**src/rtl/mem_arbiter_pkg.sv**
```systemverilog
// Shared types and constants for the two-port memory arbiter.
package mem_arb_pkg;
  typedef enum logic [1:0] {IDLE, BUSY, ACK} state_t;

  localparam int DEF_DATA_WIDTH = 32;
  localparam int DEF_ADDR_WIDTH = 32;

  localparam logic REQ_IF = 1'b0;
  localparam logic REQ_LS = 1'b1;
endpackage

```
**src/rtl/mem_arbiter_rr_arb2.sv**
```systemverilog
// Combinational two-input round-robin picker; on a tie the port other than last wins.
module rr_arb2 (
  input  logic [1:0] req,
  input  logic       last,
  output logic       gnt_idx,
  output logic       gnt_valid
);
  always_comb begin
    gnt_valid = |req;
    gnt_idx   = 1'b0;
    if (req == 2'b11) gnt_idx = ~last;
    else if (req[1])  gnt_idx = 1'b1;
  end
endmodule

```
**src/rtl/mem_arbiter.sv**
```systemverilog
// Shares one single-port memory between fetch (port 0) and load/store (port 1): ack 2 cycles after request, one access per 3 cycles.
// Requesters hold req until ack; optional MEM_ARB_ALIGN_CHECK_EN suppresses misaligned writes and flags err.
module mem_arbiter
  import mem_arb_pkg::*;
#(
  parameter int DATA_WIDTH = DEF_DATA_WIDTH,
  parameter int ADDR_WIDTH = DEF_ADDR_WIDTH
) (
  input  logic                  clk,
  input  logic                  rst,
  input  logic                  m0_req,
  input  logic                  m0_we,
  input  logic [ADDR_WIDTH-1:0] m0_addr,
  input  logic [DATA_WIDTH-1:0] m0_wdata,
  output logic                  m0_ack,
  output logic [DATA_WIDTH-1:0] m0_rdata,
  input  logic                  m1_req,
  input  logic                  m1_we,
  input  logic [ADDR_WIDTH-1:0] m1_addr,
  input  logic [DATA_WIDTH-1:0] m1_wdata,
  output logic                  m1_ack,
  output logic [DATA_WIDTH-1:0] m1_rdata,
  output logic                  err,
  output logic [ADDR_WIDTH-1:0] mem_addr,
  output logic [DATA_WIDTH-1:0] mem_data,
  output logic                  mem_we,
  input  logic [DATA_WIDTH-1:0] mem_dataout
);
  state_t                state_q, state_d;
  logic                  last_q, sel_q, we_q;
  logic [ADDR_WIDTH-1:0] addr_q;
  logic [DATA_WIDTH-1:0] wdata_q, rdata_q;

  logic                  gnt_idx, gnt_valid;
  logic                  win_we;
  logic [ADDR_WIDTH-1:0] win_addr;
  logic [DATA_WIDTH-1:0] win_wdata;
  logic                  win_misaligned;

  rr_arb2 u_rr (
    .req       ({m1_req, m0_req}),
    .last      (last_q),
    .gnt_idx   (gnt_idx),
    .gnt_valid (gnt_valid)
  );

  always_comb begin
    win_we    = m0_we;
    win_addr  = m0_addr;
    win_wdata = m0_wdata;
    if (gnt_idx == REQ_LS) begin
      win_we    = m1_we;
      win_addr  = m1_addr;
      win_wdata = m1_wdata;
    end
  end

`ifdef MEM_ARB_ALIGN_CHECK_EN
  logic err_q;

  assign win_misaligned = (win_addr[1:0] != 2'b00);

  always_ff @(posedge clk) begin
    if (rst) err_q <= 1'b0;
    else if (state_q == IDLE && gnt_valid) err_q <= win_misaligned;
  end

  assign err = (state_q == ACK) && err_q;
`else
  assign win_misaligned = 1'b0;
  assign err            = 1'b0;
`endif

  always_comb begin
    state_d = state_q;
    case (state_q)
      IDLE:    if (gnt_valid) state_d = BUSY;
      BUSY:    state_d = ACK;
      ACK:     state_d = IDLE;
      default: state_d = IDLE;
    endcase
  end

  // Read data is captured on writes too, so rdata_q always reflects the last access cycle.
  always_ff @(posedge clk) begin
    if (rst) begin
      state_q <= IDLE;
      last_q  <= 1'b1;
      sel_q   <= 1'b0;
      we_q    <= 1'b0;
      addr_q  <= '0;
      wdata_q <= '0;
      rdata_q <= '0;
    end else begin
      state_q <= state_d;
      if (state_q == IDLE && gnt_valid) begin
        sel_q   <= gnt_idx;
        last_q  <= gnt_idx;
        we_q    <= win_we && !win_misaligned;
        addr_q  <= win_addr;
        wdata_q <= win_wdata;
      end
      if (state_q == BUSY) rdata_q <= mem_dataout;
    end
  end

  // Decoded from registered state so a reset asserted during BUSY cannot cancel that cycle's write.
  always_comb begin
    mem_addr = addr_q;
    mem_data = wdata_q;
    mem_we   = (state_q == BUSY) && we_q;
    m0_ack   = (state_q == ACK) && (sel_q == REQ_IF);
    m1_ack   = (state_q == ACK) && (sel_q == REQ_LS);
    m0_rdata = rdata_q;
    m1_rdata = rdata_q;
  end
endmodule

```
**config.mk**
```make
export PLATFORM = sky130hd
export DESIGN_NAME = mem_arbiter
export DESIGN_NICKNAME = d
export VERILOG_FILES = /design/src/rtl/mem_arbiter_pkg.sv /design/src/rtl/mem_arbiter_rr_arb2.sv /design/src/rtl/mem_arbiter.sv
export SDC_FILE = /design/constraint.sdc
export NUM_CORES = 1
export LEC_CHECK = 0
export ABC_AREA = 1
export CAP_MARGIN = 20
export CORE_ASPECT_RATIO = 0.9
export CORE_UTILIZATION = 39
export CTS_CLUSTER_SIZE = 14
export DETAILED_ROUTE_END_ITERATION = 8
export PLACE_DENSITY = 0.89
export SYNTH_ARGS = -nofsm -noshare
export SYNTH_HDL_FRONTEND = slang
export SYNTH_SLANG_ARGS = --single-unit
```
**constraint.sdc**
```tcl
create_clock -name clk -period 1.45 [get_ports clk]
set_clock_uncertainty 0.05 [all_clocks]
set_input_delay 0.29 -clock clk [delete_from_list [all_inputs] [get_ports clk]]
set_output_delay 0.29 -clock clk [all_outputs]
set_load 0.02 [all_outputs]
```
; ---- Word level (Yosys, flattened, before mapping)
; Cells that the tools add are included.
[op_classes]
mux = 7
reduce_logical = 6
eq_ne = 4
bitwise = 2
[ops]
columns = cell, n
row1 = $mux W32, 2
row2 = $eq A2 B2 Y1 const B, 2
row3 = $logic_and A1 B1 Y1, 4
row4 = $pmux W2 S2, 1
row5 = $mux W1, 3
row6 = $eq A2 B1 Y1 const B, 1
row7 = $logic_not A2 Y1, 1
row8 = $mux W2, 1
row9 = $ne A2 B2 Y1 const B, 1
row10 = $not A1 Y1, 2
row11 = $reduce_or A2 Y1, 1
[totals]
regBits = 101
wordCells = 26
input_bits = 166

; ---- Logic depth before layout (Yosys ltp)
[depth]
word_depth = 3
depth_mapped = 8
ltp_nobuf = 6

; ---- Modules after synthesis
; From an unflattened synthesis, not the netlist that was laid out.
[unflattened]
cells_unflattened = 814
area_unflattened_um2 = 4998.5
[modules_own_cells]
columns = module, n_inst, seq_area_each_um2, cells_each, area_each_um2
row1 = mem_arbiter, 1, 2021.9, 811, 4983.5
row2 = rr_arb2, 1, 0.0, 3, 15.0

; ---- Worst setup path after synthesis
; No wires, ideal clock.
[synth_path]
kind = register to output
start = reg state_q[0]
end = out mem_we
path_slack_ns = 0.056
n_path_buf = 1
arrival_ns = 1.054
stages_incl_launch_ff = 6
cell_sequence = dfxtp_1 -> inv_2 -> nor2_4 -> inv_2 -> buf_2 -> nor2_1
[synth_between]
elab_chain_len = 2
[synth_rtl]
columns = item, line
row1 = "start, declared", mem_arbiter.sv:29  ; state_t state_q, state_d;
row2 = "start signal, assigned", mem_arbiter.sv:95  ; state_q <= state_d;
row3 = $eq A2 B1 Y1, mem_arbiter.sv:111  ; mem_we = (state_q == BUSY) && we_q;
row4 = $logic_and A1 B1 Y1, mem_arbiter.sv:111
row5 = "end, declared", mem_arbiter.sv:26  ; output logic mem_we,
; No other way between the ends.

; ---- Worst setup path in the final report
; Same ends and word-level chain as after synthesis.

==> results.ini <==
[outcome]
status = complete, but fails checks
violations = setup timing

[sta]
finalHoldViolations = 0
worst_slack_ns = -0.05446
fmax_ghz = 0.6647
setup_viol = 2
slew_violations = 0
whs_ns = 0.4134
finalSetupTns_ns = -0.07389
post-route-period-util = 1.038
fin_crit_ns = 1.504
rsz0062_at_grt = yes

[job]
max-cap-violations = 0

[cts]
cts_inserted_buffers = 9
clockBufferDepth = 2
cts_tree = done
cts_root_buffer = clkbuf_16
insertion_delay_ns = 0.34
cts.sinks = 101
clkSlewWorstSetupHoldPaths_ns = 0.07
htreeDepth = 3

[min_path]
hold_path_end = state_q[0]
min_from = m1_req
hp-class = input pin to register
hold_depth = 4

[place]
place_area_mm2 = 0.008393
dp_hpwl_mm = 12.03
io_buffers = 296
dp_cells = 1234
gp_congestion = 0.8241
place_ws_ns = -0.2879

[worst_setup_path]
path_class = register to output port
worstPathRequired_ns = 1.11
r2r_slack_ns = 0.05
critPathCaptureType = output port
start_kind = register
worstReg2RegStart = state_q[1]
cp_max_fo = 3
r2r_end = mem_addr[6]
arrival_ns = 1.16
r2r_cells = 9

[synth]
ys_dominant_reg_cell = dfxtp_1
synthArstFlopShare = 0
netlist_instances = 831
ys_ff_latch = 101
synth.net_count = 997
yosysWarnings = 0
yosys.cell_types.count = 22
synth_edf_count = 0
synth_area_leaders = dfxtp_1, nand2_1, nor2_1, nand3_1, a21boi_1
syn_avg_cell_area_um2 = 6.494
yosysTopAreaCellShare = 0.3747
yosys.area.top_type = dfxtp_1
yosysSeqAreaShare = 0.3747
synth_area_mm2 = 0.005396

[finish]
syn2layout_area_growth_pct = 64.92
layout_commonest_cell = nand2_1
design_area_mm2 = 0.008900
final_core_util = 0.6635
final_cells = 1264
layout-drive-gt1-share = 0.07945
finalNetCount = 1256
layout_common_cells = nand2_1, nor2_1, clkdlybuf4s50_1
filler_cell_count = 1160

[route]
initialDrtViolationCount = 306
routed_wl_mm = 17.94
drc = 0
drt_first_pass_iters = 5
via_per_inst = 4.729
route.vias.total = 5978
wl_per_cell_um = 14.19
drtAntennaViolNets = 0

[die]
ios = 298
dieArea_mm2 = 0.01431
start_util = 0.4023
rows = 40
die_y_um = 113.6
die_x_um = 126.0
core_mm2 = 0.01341

[pwr]
p_seq_frac = 0.363
switching_share = 0.3245
clkPwrFrac = 0.296
leakage_nw = 4.432
p_int_mw = 6.093
switchingPower_mw = 2.927
p_per_area_mw_per_mm2 = 1013
peakVddDrop_v = 0.0005464
total_power_mw = 9.020
pwr-share-comb = 0.341

[global_route]
grt_max_degree = 60
gr-usage-met1 = 0.2637
grt_usage = 0.2323
antenna_found_initial = 1
grt_pass1_vias = 5454
gr-usage-met3 = 0.07458
grt_use_met2 = 0.4052
grt.busiest_layer = met2
grt_pass1_wl_mm = 26.53
grt-ovfl-total = 0

==> sequential cells by signal, summed over array words and instances, names as in the netlist <==
register and flops:
m0_rdata 32, mem_addr 32, mem_data 32, state_q 2
last_q 1, sel_q 1, we_q 1
==> synth_stat cells (4+ instances only) <==
master	instances
buf_6	10
nand3_1	67
o21ai_1	7
a21boi_1	38
inv_1	65
dfxtp_1	101
a21boi_0	27
buf_2	23
inv_2	4
buf_4	38
nor2_1	199
clkbuf_1	20
nand2_1	199
o21ai_0	25
==> power groups by stage <==
| stage | Combinational (mW) | Sequential, mW | Clock, mW |
|---|---|---|---|
| after floorplan | 1.35 | 3.67 | 0 |
| after global placement | 3.06 | 3.33 | 0 |
| after detailed placement | 3.10 | 3.34 | 0 |
| after CTS | 2.86 | 3.27 | 2.75 |
| after global routing | 3.36 | 3.30 | 2.84 |
| final | 3.08 | 3.27 | 2.67 |
==> how the worst max path moves through the flow <==
stage	startpoint	to
after floorplan	state_q[0]	mem_we
after global placement	m0_req	mem_addr[15]
after detailed placement	m0_req	mem_addr[15]
after CTS	state_q[0]	mem_we
after global routing	state_q[0]	mem_we
final	state_q[0]	mem_we
==> routing by layer <==
layer | share of wire | wire length [um] | vias up
met5 | 0 | 0 | -
met4 | 0.021 | 381 | 0
met3 | 0.083 | 1493 | 28
met2 | 0.49 | 8785 | 253
met1 | 0.41 | 7278 | 2662
li1 | - | - | 3035
==> critical path: stages (launching register included) <==
cell     delay, ns
dfxtp_2       0.35
inv_2         0.06
nor2_4        0.13
inv_2         0.05
nor2_1        0.08
buf_4         0.15
==> final cells by class <==
type / instances / area, um^2 / area share
diodes: 1 / 2.502 / 0.0002812
repair buffers: 340 / 3473 / 0.3903
multi-input cells: 569 / 2591 / 0.2912
flip-flops and latches: 101 / 2028 / 0.2279
inverters: 69 / 261.5 / 0.02938
well taps: 168 / 210.2 / 0.02362
clock inverters: 6 / 93.84 / 0.01054
clock buffers: 10 / 239.0 / 0.02685
==> logic make-up after synthesis <==
family / synth area share
compound gates: 0.1226
simple gates: 0.3443
other cells: 0.0006949
flops: 0.3747
buf+inv: 0.1577
==> timing repair <==
item,CTS,global route
pin swaps,0,4
hold buffers,0,0
gates resized for setup,151,43
setup endpoints to repair,132,40
setup buffers,0,4
cloned,0,9
Power figures use the tool's default switching activity.
